## src/rtl/seq_tx_if.sv

```systemverilog
// Load handshake and serial output bundle for the seq_tx frame transmitter.
// Handshake: a word transfers on a rising clk edge where load_valid=1 and
// load_ready=1. load_valid while load_ready=0 is dropped and never queued.
// load_data is only sampled on the transfer edge.
interface seq_tx_if #(
    parameter int PAYLOAD_W = 16
);
    logic                 load_valid;
    logic [PAYLOAD_W-1:0] load_data;
    logic                 load_ready;
    logic                 tx_out;
    logic                 tx_active;
    logic                 tx_stuff;
    logic                 frame_done;

    // Source of payload words, observer of the serial line.
    modport master (
        output load_valid,
        output load_data,
        input  load_ready,
        input  tx_out,
        input  tx_active,
        input  tx_stuff,
        input  frame_done
    );

    // The transmitter itself.
    modport slave (
        input  load_valid,
        input  load_data,
        output load_ready,
        output tx_out,
        output tx_active,
        output tx_stuff,
        output frame_done
    );
endinterface

```

## src/rtl/seq_tx.sv

```systemverilog
// Serial frame transmitter: 5-bit sync preamble 1,0,1,1,0, payload LSB first
// with a stuffed 1 after every "1011" in the data/stuff stream, then two guard
// zeros. All outputs are registered; the state register describes the bit
// currently on tx_out.
module seq_tx #(
    parameter int PAYLOAD_W = 16
) (
    input logic   clk,
    input logic   rst_n,
    seq_tx_if.slave bus
);
    localparam int CNT_W = $clog2(PAYLOAD_W + 1);
    localparam logic [CNT_W-1:0] LAST_CNT = CNT_W'(PAYLOAD_W);
    // Preamble bit i is emitted i-th: 1,0,1,1,0.
    localparam logic [4:0] PREAMBLE = 5'b01101;

    typedef enum logic [2:0] {IDLE, PRE, DATA, STUFF, GUARD} state_t;

    state_t               state, state_nx;
    logic [PAYLOAD_W-1:0] shreg, shreg_nx;
    logic [CNT_W-1:0]     bit_cnt, bit_cnt_nx;
    logic [2:0]           pre_cnt, pre_cnt_nx;
    logic [2:0]           trk, trk_nx;
    logic [2:0]           trk_base;
    logic                 guard_cnt, guard_cnt_nx;
    logic                 emit_data;
    logic                 tx_out_q, tx_out_nx;
    logic                 tx_stuff_q, tx_stuff_nx;
    logic                 frame_done_q, frame_done_nx;
    logic                 tx_active_q;
    logic                 load_ready_q;

    // Progress through the pattern 1,0,1,1: value is the matched prefix length.
    function automatic logic [2:0] next_trk(input logic [2:0] t, input logic b);
        case (t)
            3'd0:    next_trk = b ? 3'd1 : 3'd0;
            3'd1:    next_trk = b ? 3'd1 : 3'd2;
            3'd2:    next_trk = b ? 3'd3 : 3'd0;
            3'd3:    next_trk = b ? 3'd4 : 3'd2;
            default: next_trk = b ? 3'd1 : 3'd0;
        endcase
    endfunction

    assign bus.load_ready = load_ready_q;
    assign bus.tx_out     = tx_out_q;
    assign bus.tx_active  = tx_active_q;
    assign bus.tx_stuff   = tx_stuff_q;
    assign bus.frame_done = frame_done_q;

    // Next state and the bit to be driven on tx_out in the next cycle.
    always_comb begin
        state_nx      = state;
        shreg_nx      = shreg;
        bit_cnt_nx    = bit_cnt;
        pre_cnt_nx    = pre_cnt;
        trk_nx        = trk;
        guard_cnt_nx  = guard_cnt;
        tx_out_nx     = 1'b0;
        tx_stuff_nx   = 1'b0;
        frame_done_nx = 1'b0;
        emit_data     = 1'b0;
        trk_base      = trk;
        case (state)
            IDLE: begin
                if (bus.load_valid && load_ready_q) begin
                    state_nx   = PRE;
                    pre_cnt_nx = 3'd0;
                    tx_out_nx  = PREAMBLE[0];
                    shreg_nx   = bus.load_data;
                    bit_cnt_nx = '0;
                end
            end
            PRE: begin
                if (pre_cnt == 3'd4) begin
                    // Preamble ends in "10": two symbols of 1011 already matched.
                    state_nx  = DATA;
                    emit_data = 1'b1;
                    trk_base  = 3'd2;
                end else begin
                    pre_cnt_nx = pre_cnt + 3'd1;
                    tx_out_nx  = PREAMBLE[pre_cnt + 3'd1];
                end
            end
            DATA: begin
                if (trk == 3'd4) begin
                    state_nx    = STUFF;
                    tx_out_nx   = 1'b1;
                    tx_stuff_nx = 1'b1;
                    trk_nx      = 3'd1;
                end else if (bit_cnt == LAST_CNT) begin
                    state_nx     = GUARD;
                    guard_cnt_nx = 1'b0;
                end else begin
                    emit_data = 1'b1;
                end
            end
            STUFF: begin
                if (bit_cnt == LAST_CNT) begin
                    state_nx     = GUARD;
                    guard_cnt_nx = 1'b0;
                end else begin
                    state_nx  = DATA;
                    emit_data = 1'b1;
                    trk_base  = 3'd1;
                end
            end
            GUARD: begin
                if (!guard_cnt) begin
                    guard_cnt_nx  = 1'b1;
                    frame_done_nx = 1'b1;
                end else begin
                    state_nx = IDLE;
                end
            end
            default: state_nx = IDLE;
        endcase
        if (emit_data) begin
            tx_out_nx  = shreg[0];
            shreg_nx   = shreg >> 1;
            bit_cnt_nx = bit_cnt + 1'b1;
            trk_nx     = next_trk(trk_base, shreg[0]);
        end
    end

    // State, datapath and registered outputs; reset wins over everything.
    always_ff @(posedge clk) begin
        if (!rst_n) begin
            state        <= IDLE;
            shreg        <= '0;
            bit_cnt      <= '0;
            pre_cnt      <= '0;
            trk          <= '0;
            guard_cnt    <= 1'b0;
            tx_out_q     <= 1'b0;
            tx_stuff_q   <= 1'b0;
            frame_done_q <= 1'b0;
            tx_active_q  <= 1'b0;
            load_ready_q <= 1'b0;
        end else begin
            state        <= state_nx;
            shreg        <= shreg_nx;
            bit_cnt      <= bit_cnt_nx;
            pre_cnt      <= pre_cnt_nx;
            trk          <= trk_nx;
            guard_cnt    <= guard_cnt_nx;
            tx_out_q     <= tx_out_nx;
            tx_stuff_q   <= tx_stuff_nx;
            frame_done_q <= frame_done_nx;
            tx_active_q  <= (state_nx != IDLE);
            load_ready_q <= (state_nx == IDLE);
        end
    end
endmodule

```

## src/flat_wrapper.sv

```systemverilog
// flat-port wrapper written by rule: the top's interface ports become plain ports
module seq_tx_flat 
#(
    parameter int PAYLOAD_W = 16
)
  (clk, rst_n, bus_load_valid, bus_load_data, bus_load_ready, bus_tx_out, bus_tx_active, bus_tx_stuff, bus_frame_done);
  seq_tx_if #(.PAYLOAD_W(PAYLOAD_W)) bus_i ();
  input logic clk;
  input logic rst_n;
  input wire logic [$bits(bus_i.load_valid)-1:0] bus_load_valid;
  input wire logic [$bits(bus_i.load_data)-1:0] bus_load_data;
  output wire logic [$bits(bus_i.load_ready)-1:0] bus_load_ready;
  output wire logic [$bits(bus_i.tx_out)-1:0] bus_tx_out;
  output wire logic [$bits(bus_i.tx_active)-1:0] bus_tx_active;
  output wire logic [$bits(bus_i.tx_stuff)-1:0] bus_tx_stuff;
  output wire logic [$bits(bus_i.frame_done)-1:0] bus_frame_done;
  assign bus_i.load_valid = bus_load_valid;
  assign bus_i.load_data = bus_load_data;
  assign bus_load_ready = bus_i.load_ready;
  assign bus_tx_out = bus_i.tx_out;
  assign bus_tx_active = bus_i.tx_active;
  assign bus_tx_stuff = bus_i.tx_stuff;
  assign bus_frame_done = bus_i.frame_done;
  seq_tx #(.PAYLOAD_W(PAYLOAD_W)) u_core (.clk(clk), .rst_n(rst_n), .bus(bus_i));
endmodule
```

## config.mk

```make
export PLATFORM = sky130hd
export DESIGN_NAME = seq_tx_flat
export DESIGN_NICKNAME = d
export VERILOG_FILES = /design/src/rtl/seq_tx_if.sv /design/src/rtl/seq_tx.sv /design/src/flat_wrapper.sv
export SDC_FILE = /design/constraint.sdc
export NUM_CORES = 1
export LEC_CHECK = 0
export CAP_MARGIN = 5
export CORE_ASPECT_RATIO = 0.75
export CORE_UTILIZATION = 54
export CTS_CLUSTER_SIZE = 14
export DETAILED_ROUTE_END_ITERATION = 6
export MAX_ROUTING_LAYER = met4
export PLACE_DENSITY_LB_ADDON = 0.2
export SLEW_MARGIN = 20
export SYNTH_ARGS = -nofsm -noshare
export SYNTH_HDL_FRONTEND = slang
export SYNTH_SLANG_ARGS = --single-unit
```

## constraint.sdc

```tcl
create_clock -name clk -period 2.56 [get_ports clk]
set_clock_uncertainty 0.1 [all_clocks]
set_input_delay 0.256 -clock clk [delete_from_list [all_inputs] [get_ports clk]]
set_output_delay 0.256 -clock clk [all_outputs]
set_load 0.1 [all_outputs]
```

==> results.cfg <==
[run_status]
outcome = complete, no violations

[critical_path]
endpoint_kind = flip-flop
arrival_time_of_data_at_the_critical_path_endpoint_ns = 2.20
crit_path_start_kind = flip-flop
timing.critical_path.from = u_core.bit_cnt[0]
path_max_fanout = 39
r2r.worst_path.cells = 7
path_type_of_the_worst_setup_path = flip-flop to flip-flop
rr_startpoint = u_core.bit_cnt[0]
critical_path.reg2reg.endpoint = u_core.bit_cnt[4]
r2r_slack_ns = 0.47
crit_required_ns = 2.68

[sta]
clock.fmax_mhz = 479
timing_max_transition_violations_final = 0
final_cycle_share = 0.815
shortest_clock_period_the_worst_path_allows_after_layout_ns = 2.09
setup_repair_after_global_routing_missed_its_margin = false
slew-limit-headroom = 0.584
setup_violations = 0
hold_violations = 0
aggregate_negative_setup_slack_ns = 0
fin_ws_ns = 0.473
max_slew.worst_pin.slew_ns = 0.624

[detailed_routing]
drc = 0
drt-total-wl_um = 3790
drtPass1Iterations = 4
vias_per_cell = 5.78
routed-via-count = 1573
routed_wire_length_per_instance_um = 13.9
dr.first_iter.drc_count = 91
drtAntennaViolNets = 0

[power]
power_leakage_nw = 0.761
swShare = 0.262
switching_power_w = 0.000295
worst_ir_drop_vdd_mv = 0.445
power.share.sequential = 0.530
power_internal_w = 0.000829
power.share.combinational = 0.134
cellPowerDensity_nw_per_um2 = 544
clockPowerShare = 0.335

[clock_tree]
clock_pin_slew_on_the_worst_setup_and_hold_paths_ns = 0.07
ctsRootBufferMaster = sky130_fd_sc_hd__clkbuf_8
tritoncts.num_buffers = 5
clock_path_buffers = 2
tritoncts = yes
worstSkewPairLatency_ns = 0.29
post_cts_hold_buffer_count = 0
cts_post_setup_buffers_inserted = 0
post_cts_resized = 0
htree_num_levels = 2
clock_sinks = 36

[global_route]
wire_length_of_the_first_global_routing_pass_um = 6320
grt_start_max_net_pins = 40
grt_remaining_overflow = 0
gr-usage-all-layers = 0.254
antenna_found_initial = 0
grt_pass1_vias = 1481

[logic_synthesis]
mux_share_of_post_synthesis_cell_area = 0.00565
netlist_instances = 211
average_instance_area_after_synthesis_um2 = 8.39
nets_in_the_synthesized_netlist = 235
synthDistinctLibCells = 38
synth_top_family_by_area = simple AND/OR/NAND/NOR gates
synthSimpleGateAreaFrac = 0.312
mappedNetlistArea_um2 = 1770
ys_seq_elements = 36
synthAdderAreaFrac = 0.0353
synth-compound-area-share = 0.173
ys.warnings.count = 0
yosys.area_share.xor_xnor = 0.00495
seq_area_frac_synth = 0.407

[floorplanning]
design.die.area_um2 = 3510
dieHeight_um = 51.6
rows = 17
core_region_area_um2 = 3020
die_width_um = 68.1
floorplan.initialDensity = 0.586
ios = 24

[placed_design]
dpl.cell_count = 265
pre_cts_setup_slack_ns = 0.463
hpwl_um = 2690
gp_congestion = 0.845
port-buffer-count = 23

[final_layout]
multi_input_comb_area_um2 = 941
fraction_of_final_layout_cells_sized_beyond_drive_strength_1 = 0.115
final_cells = 272
flow.area_growth_from_synthesis_pct = 16.6
total_of_fill_cells_in_the_finished_design = 251
num-nets-final = 258
antenna_cells = 0
sequential_cell_area_um2 = 721

[hold_path]
holdPathEnd = u_core.shreg[9]
worst_hold_path_type = flip-flop to flip-flop
whs_path_depth = 2
worst_hold_start = u_core.shreg[9]

[flow_run]
max-cap-violations = 0
cells by family after synthesis:
kind of cell | Yosys count
compound gates | 39
simple gates | 111
xor+xnor | 1
flops | 36
buf+inv | 18
mux | 1
fa+ha+maj | 5
worst max-delay path, cell delays in order, from the launching register on:
cell and delay (ns):
sky130_fd_sc_hd__dfxtp_1 0.38, sky130_fd_sc_hd__inv_1 0.07, sky130_fd_sc_hd__ha_1 0.19, sky130_fd_sc_hd__and4bb_4 0.21, sky130_fd_sc_hd__nand2b_4 0.16, sky130_fd_sc_hd__o21a_4 0.35
sky130_fd_sc_hd__or3_1 0.40, sky130_fd_sc_hd__a31oi_1 0.14
through the flow:
step                cell area [um2]  hold WS, ns  total power [W]  utilization
floorplan                      1770        0.302         0.000703            -
global placement               1990        0.371         0.000752        0.658
detailed placement             1990        0.373         0.000759        0.658
CTS                            2060        0.388          0.00113        0.684
global route                   2060        0.420          0.00117        0.684
finish                         2060        0.387          0.00112        0.684
final cells by class:
type	instances	share of cell area
Clock buffer	6	0.0352
Clock inverter	1	0.00242
Inverter	6	0.0109
Multi-Input combinational cell	157	0.456
Sequential cell	36	0.349
Tap cell	38	0.0230
Timing Repair Buffer	28	0.124
synthesized netlist by cell type:
library cell	count	area share
sky130_fd_sc_hd__nor2b_1	1	0.0035
sky130_fd_sc_hd__nand4_1	1	0.0035
sky130_fd_sc_hd__o22a_1	1	0.0049
sky130_fd_sc_hd__o21ai_0	7	0.020
sky130_fd_sc_hd__nand2b_4	1	0.0078
sky130_fd_sc_hd__a311oi_2	5	0.042
sky130_fd_sc_hd__nand4b_1	1	0.0049
sky130_fd_sc_hd__a2111oi_0	1	0.0049
sky130_fd_sc_hd__and3_1	2	0.0071
sky130_fd_sc_hd__a31oi_1	3	0.011
sky130_fd_sc_hd__nand3_1	11	0.031
sky130_fd_sc_hd__and2b_2	1	0.0049
sky130_fd_sc_hd__buf_6	3	0.019
sky130_fd_sc_hd__nor3b_4	1	0.011
sky130_fd_sc_hd__and2_1	2	0.0071
sky130_fd_sc_hd__ha_1	5	0.035
sky130_fd_sc_hd__nand2_1	35	0.074
sky130_fd_sc_hd__and4b_1	1	0.0057
sky130_fd_sc_hd__nand3b_1	7	0.030
sky130_fd_sc_hd__nor4_1	2	0.0071
sky130_fd_sc_hd__buf_2	2	0.0057
sky130_fd_sc_hd__nor2_1	34	0.072
sky130_fd_sc_hd__a21oi_1	10	0.028
sky130_fd_sc_hd__or3_1	2	0.0071
sky130_fd_sc_hd__clkinv_1	1	0.0021
sky130_fd_sc_hd__nor3_1	6	0.017
sky130_fd_sc_hd__o21a_4	1	0.0085
sky130_fd_sc_hd__dfxtp_1	36	0.41
sky130_fd_sc_hd__nand3_2	1	0.0057
sky130_fd_sc_hd__buf_12	1	0.011
sky130_fd_sc_hd__a311oi_1	10	0.049
sky130_fd_sc_hd__a22oi_1	1	0.0042
sky130_fd_sc_hd__xor2_1	1	0.0049
sky130_fd_sc_hd__mux2i_1	1	0.0057
sky130_fd_sc_hd__clkbuf_1	6	0.013
sky130_fd_sc_hd__and4bb_4	1	0.0092
sky130_fd_sc_hd__or2b_1	1	0.0042
sky130_fd_sc_hd__inv_1	5	0.011
power by group through the flow:
stage / combinational, W / clock, W / sequential (W)
after floorplan: 0.0000681 / 0 / 0.000635
after global placement: 0.000146 / 0 / 0.000607
after detailed placement: 0.000151 / 0 / 0.000608
after CTS: 0.000151 / 0.000380 / 0.000596
after global routing: 0.000163 / 0.000408 / 0.000598
final: 0.000151 / 0.000377 / 0.000596
cell usage in the layout, fill, tap and decap left out, drive strengths merged, types with 2 or more instances in the layout:
cell type | netlist | final
o21ai | 7 | 7
buf | 6 | 10
a311oi | 15 | 15
nand3 | 12 | 12
ha | 5 | 5
nor3 | 6 | 6
nor2 | 34 | 34
clkbuf | 6 | 6
a31oi | 3 | 3
or3 | 2 | 2
inv | 5 | 5
and3 | 2 | 2
nand3b | 7 | 7
a21oi | 10 | 10
nand2 | 35 | 35
clkinv | 1 | 2
and2 | 2 | 2
dfxtp | 36 | 36
nor4 | 2 | 2
clkdlybuf4s50 | 0 | 18
worst max path at each step:
| stage | endpoint | slack (ns) |
|---|---|---|
| 2_1_floorplan | u_core.shreg[2] | 0.51 |
| 3_3_place_gp | u_core.shreg[10] | 0.56 |
| 3_5_place_dp | u_core.shreg[10] | 0.46 |
| 4_1_cts | u_core.bit_cnt[4] | 0.48 |
| 5_1_grt | u_core.bit_cnt[4] | 0.37 |
| 6_report | u_core.bit_cnt[4] | 0.47 |
state kept, by name, indices dropped and copies added (netlist names):
name	flops
u_core.bit_cnt	5
u_core.bus.frame_done	1
u_core.bus.load_ready	1
u_core.bus.tx_active	1
u_core.bus.tx_out	1
u_core.bus.tx_stuff	1
u_core.guard_cnt	1
u_core.pre_cnt	3
u_core.shreg	16
u_core.state	3
u_core.trk	3
per-layer routing:
metal / up-vias / track usage / wire length, um
met2: 38 / 0.395 / 1810
met5: - / - / 0
met1: 743 / 0.304 / 1760
met4: 0 / 0.125 / 62
met3: 7 / 0.0636 / 160
li1: 785 / - / -
Power figures use the tool's default switching activity.
